`src/rtl/tim_arbiter.sv`:
```
// tim_arbiter: merges the fetch and load/store ports onto the single-issue TIM port,
// buffering one losing request per port and steering each response back to its issuer.
module tim_arbiter (
    input  logic        clock,
    input  logic        reset,
    input  logic        imem_valid,
    input  logic [31:0] imem_addr,
    input  logic [31:0] imem_wdata,
    input  logic [3:0]  imem_wstrb,
    output logic [31:0] imem_rdata,
    output logic        imem_ready,
    input  logic        dmem_valid,
    input  logic [31:0] dmem_addr,
    input  logic [31:0] dmem_wdata,
    input  logic [3:0]  dmem_wstrb,
    output logic [31:0] dmem_rdata,
    output logic        dmem_ready,
    output logic        tim_valid,
    output logic        tim_instr,
    output logic [31:0] tim_addr,
    output logic [31:0] tim_wdata,
    output logic [3:0]  tim_wstrb,
    input  logic [31:0] tim_rdata,
    input  logic        tim_ready
);
    logic        pend_i, pend_d, last_d, owner_valid, owner_id;
    logic [67:0] buf_i, buf_d, pl_i, pl_d;
    logic        cand_i, cand_d, grant_i, grant_d, route_i, route_d;

    always_comb begin
        pl_i    = pend_i ? buf_i : {imem_addr, imem_wdata, imem_wstrb};
        pl_d    = pend_d ? buf_d : {dmem_addr, dmem_wdata, dmem_wstrb};
        cand_i  = pend_i | imem_valid;
        cand_d  = pend_d | dmem_valid;
        // last_d=0 means imem was granted last, so a tie goes to dmem
        grant_d = reset & cand_d & (~cand_i | ~last_d);
        grant_i = reset & cand_i & ~grant_d;
        route_i = reset & owner_valid & owner_id;
        route_d = reset & owner_valid & ~owner_id;
    end

    assign tim_valid = grant_i | grant_d;
    assign tim_instr = grant_i;
    assign {tim_addr, tim_wdata, tim_wstrb} = grant_i ? pl_i : grant_d ? pl_d : 68'd0;
    assign imem_ready = route_i & tim_ready;
    assign dmem_ready = route_d & tim_ready;
    assign imem_rdata = route_i ? tim_rdata : 32'd0;
    assign dmem_rdata = route_d ? tim_rdata : 32'd0;

    always_ff @(posedge clock) begin
        if (!reset) begin
            pend_i      <= 1'b0;
            pend_d      <= 1'b0;
            last_d      <= 1'b0;
            owner_valid <= 1'b0;
            owner_id    <= 1'b0;
        end else begin
            pend_i      <= cand_i & ~grant_i;
            pend_d      <= cand_d & ~grant_d;
            owner_valid <= tim_valid;
            if (tim_valid) begin
                owner_id <= grant_i;
                last_d   <= grant_d;
            end
        end
    end

    always_ff @(posedge clock) begin
        if (!pend_i) buf_i <= {imem_addr, imem_wdata, imem_wstrb};
        if (!pend_d) buf_d <= {dmem_addr, dmem_wdata, dmem_wstrb};
    end
endmodule

```
`config.mk`:
```
export PLATFORM = sky130hd
export DESIGN_NAME = tim_arbiter
export DESIGN_NICKNAME = d
export VERILOG_FILES = /design/src/rtl/tim_arbiter.sv
export SDC_FILE = /design/constraint.sdc
export NUM_CORES = 1
export LEC_CHECK = 0
export BUFFER_PORTS_ARGS = -buffer_cell sky130_fd_sc_hd__buf_2
export CAP_MARGIN = 30
export CORE_MARGIN = 5
export CORE_UTILIZATION = 40
export DETAILED_ROUTE_END_ITERATION = 10
export PLACE_DENSITY = 0.72
export REMOVE_ABC_BUFFERS = 1
export SETUP_SLACK_MARGIN = 0.05
export SLEW_MARGIN = 20
export SYNTH_ARGS = -nofsm -noshare
export SYNTH_HDL_FRONTEND = slang
export SYNTH_SLANG_ARGS = --single-unit
export TNS_END_PERCENT = 20
```
`constraint.sdc`:
```
create_clock -name clock -period 1.6 [get_ports clock]
set_input_delay 0.08 -clock clock [delete_from_list [all_inputs] [get_ports clock]]
set_output_delay 0.08 -clock clock [all_outputs]
set_load 0.03 [all_outputs]
```
==> run summary <==
R2R Path Start: pend_d
boundary pin count: 309
FMAX: 492 MHz
P per Cell Area: 950 nW/um^2
max incr delay on CP: 0.47 ns
Final Critical Period: 2.03 ns
final setup TNS: -22.00 ns
placed cell count: 1065
hold slack final: 0.0653 ns
Starting Density: 0.404
most frequent cells in the layout: 173 x buf_2, 140 x dlygate4sd3_1, 138 x dfxtp_1
Die W: 131 um
Final setup viols: 70
WL final: 25600 um
maximum fanout along the worst path: 49
Power Total: 10600 uW
Tcrit/Tclk final: 1.27
first-pass GRT wire length: 34200 um
HP Start: imem_valid
average size of a mapped cell: 9.74 um^2
main combinational cell family by area after synthesis: multiplexers
CP Class: register to output port
Hold Violations, Final: 0
vias in the first global route: 6656
drt wl/cell: 20.5 um
remaining global-route overflow: 0
initial antenna violation count: 0
Die Y: 131 um
static leakage power: 0.00529 uW
failing checks: setup timing
fin worst setup slack: -0.433 ns
most common cell after layout, fill and taps aside: buf_2
Max Cap Violations: 0
Syn. warnings: 0
Rel. slew slack: 0.698
Cell Rows: 44
CP Data Arrival Time: 1.95 ns
largest net degree at the start of global routing: 50
post-synthesis compound-gate area fraction: 0.0830
XOR/XNOR Fraction of Synth Area: 0
layout cells sized above 1: 0.432
sequential area share after synthesis: 0.484
Die Area: 17100 um^2
adder-cell area share of the yosys netlist: 0
cts bufs inserted: 17
placer's final routability congestion estimate: 0.812
CTS max path bufs: 2
port buffer count: 308
total number of vias: 6335
cells after synthesis: 599
CP Capture Type: output port
CTS H-tree depth: 4
HP Class: input port to register
simple-gate area share of the yosys netlist: 0.0789
Worst R2R End: buf_d[10]
CP Buf/Inv Count: 2
Max Slew Vio Count: 0
fillers: 799
synthesis-to-layout area growth: 91.9%
Clock Skew: 0.0112 ns
CP max stage cell: mux2i_1
worst reg2reg setup slack: 0.16 ns
ANT cells: 0
startpoint types: register
DP HPWL: 12100 um
post-route ant nets: 0
clock sink count: 141
Clock Root Buffer: clkbuf_16
Skew-Pair Late Insertion Delay: 0.43 ns
CTS tree: built
mux contribution to synthesized area: 0.233
flops & latches, synth: 141
post-synthesis cell area: 5830 um^2
Worst R2R Path Depth: 3
worst vdd rail ir drop: 923 uV
drt drc: 0
initial DRC count: 243
final non-filler cell total: 1253
RSZ-0062 raised after global routing: yes
crit-path cells: buf_16 -> mux2i_1 -> o22ai_2 -> buf_6
hold-critical path endpoint: pend_i
DRT Pass-1 Iters: 5
Top Family by Delay on Critical Path: buffers and inverters
global-route usage over all layers: 0.259
status: finished, violations left
Hold Crit Depth: 3
core box area: 14400 um^2
Critical Path RT: 1.52 ns
clock-pin slew on the worst setup and hold paths: 0.06 ns
Layout Nets: 1229
DR vias/cell: 5.06
worst-margin pin slew: 0.441 ns
Yosys cell types: 19
worst max-delay path by stage:
stage          depth (start not counted)    from       endpoint
2_1_floorplan                          3  pend_d   tim_addr[30]
3_3_place_gp                           5  pend_i   tim_wdata[4]
3_5_place_dp                           5  pend_i  tim_wdata[15]
4_1_cts                                4  pend_d   tim_addr[25]
5_1_grt                                4  pend_d   tim_wdata[6]
6_report                               4  pend_d   tim_wdata[6]
tightest hold or removal path: cells and delay by family:
| family | cells | cell delay, ns |
|---|---|---|
| and+or+nand+nor | 2 | 0.18 |
| buffers and inverters | 1 | 0.19 |
synthesized netlist by cell type:
| master | instances | area [um^2] |
|---|---|---|
| nand2_1 | 1 | 3.75 |
| nor2_1 | 3 | 11.3 |
| buf_6 | 1 | 11.3 |
| nor3b_1 | 1 | 7.51 |
| buf_2 | 27 | 135 |
| o21ai_2 | 1 | 8.76 |
| dfxtp_1 | 141 | 2820 |
| and3_1 | 1 | 6.26 |
| mux2i_1 | 136 | 1360 |
| nor2_4 | 1 | 11.3 |
| buf_4 | 3 | 22.5 |
| o22ai_1 | 68 | 425 |
| o311a_1 | 2 | 20.0 |
| and2_1 | 66 | 413 |
| inv_1 | 137 | 514 |
| clkbuf_1 | 6 | 22.5 |
| a21boi_0 | 2 | 15.0 |
| o221ai_2 | 1 | 15.0 |
| nand3b_1 | 1 | 7.51 |
flip-flops by register name (all words and copies together) (netlist names):
| name | count |
|---|---|
| buf_d | 68 |
| buf_i | 68 |
| last_d | 1 |
| owner_id | 1 |
| owner_valid | 1 |
| pend_d | 1 |
| pend_i | 1 |
layout make-up:
| cell class | count | area (um^2) | area share |
|---|---|---|---|
| timing repair buffer | 475 | 4050 | 0.362 |
| tap | 184 | 230 | 0.0206 |
| multi-input combinational | 284 | 2950 | 0.263 |
| inverter | 137 | 514 | 0.0459 |
| sequential | 141 | 2830 | 0.253 |
| clock buffer | 19 | 453 | 0.0405 |
| clock inverter | 13 | 161 | 0.0144 |
where the power goes:
group / internal, uW / switching (uW)
logic: 1220 / 1350
registers: 3780 / 108
clock network: 2540 / 1620
cells by family after synthesis:
logic type             count (synthesis)
DFF                                  141
buffers and inverters                174
and+or+nand+nor                       74
AOI/OAI and AO/OA                     74
muxes                                136
routing by layer:
metal / wire, um / GRT usage / share of wire / up-vias
met4: 1420 / 0.133 / 0.055 / 0
met5: 0 / 0 / 0 / -
met1: 8650 / 0.257 / 0.34 / 2981
met2: 13500 / 0.490 / 0.53 / 373
met3: 2040 / 0.0720 / 0.079 / 122
li1: - / - / - / 2859
metrics by stage:
stage	instance area (um^2)	setup slack [ns]	utilization
after floorplan	5640	-3.49	-
after global placement	7600	0.125	0.527
after detailed placement	7600	0.107	0.527
after CTS	10500	-0.281	0.725
after global routing	11200	-0.490	0.776
final	11200	-0.433	0.776
repair_timing:
item	in CTS	in global routing
setup endpoints to repair	136	136
resized for setup	208	139
setup buffers	9	1
hold buffers	140	0
pin swaps	3	10
gates cloned	3	3
endpoints found under the hold margin	139	0
Power figures use the tool's default switching activity.
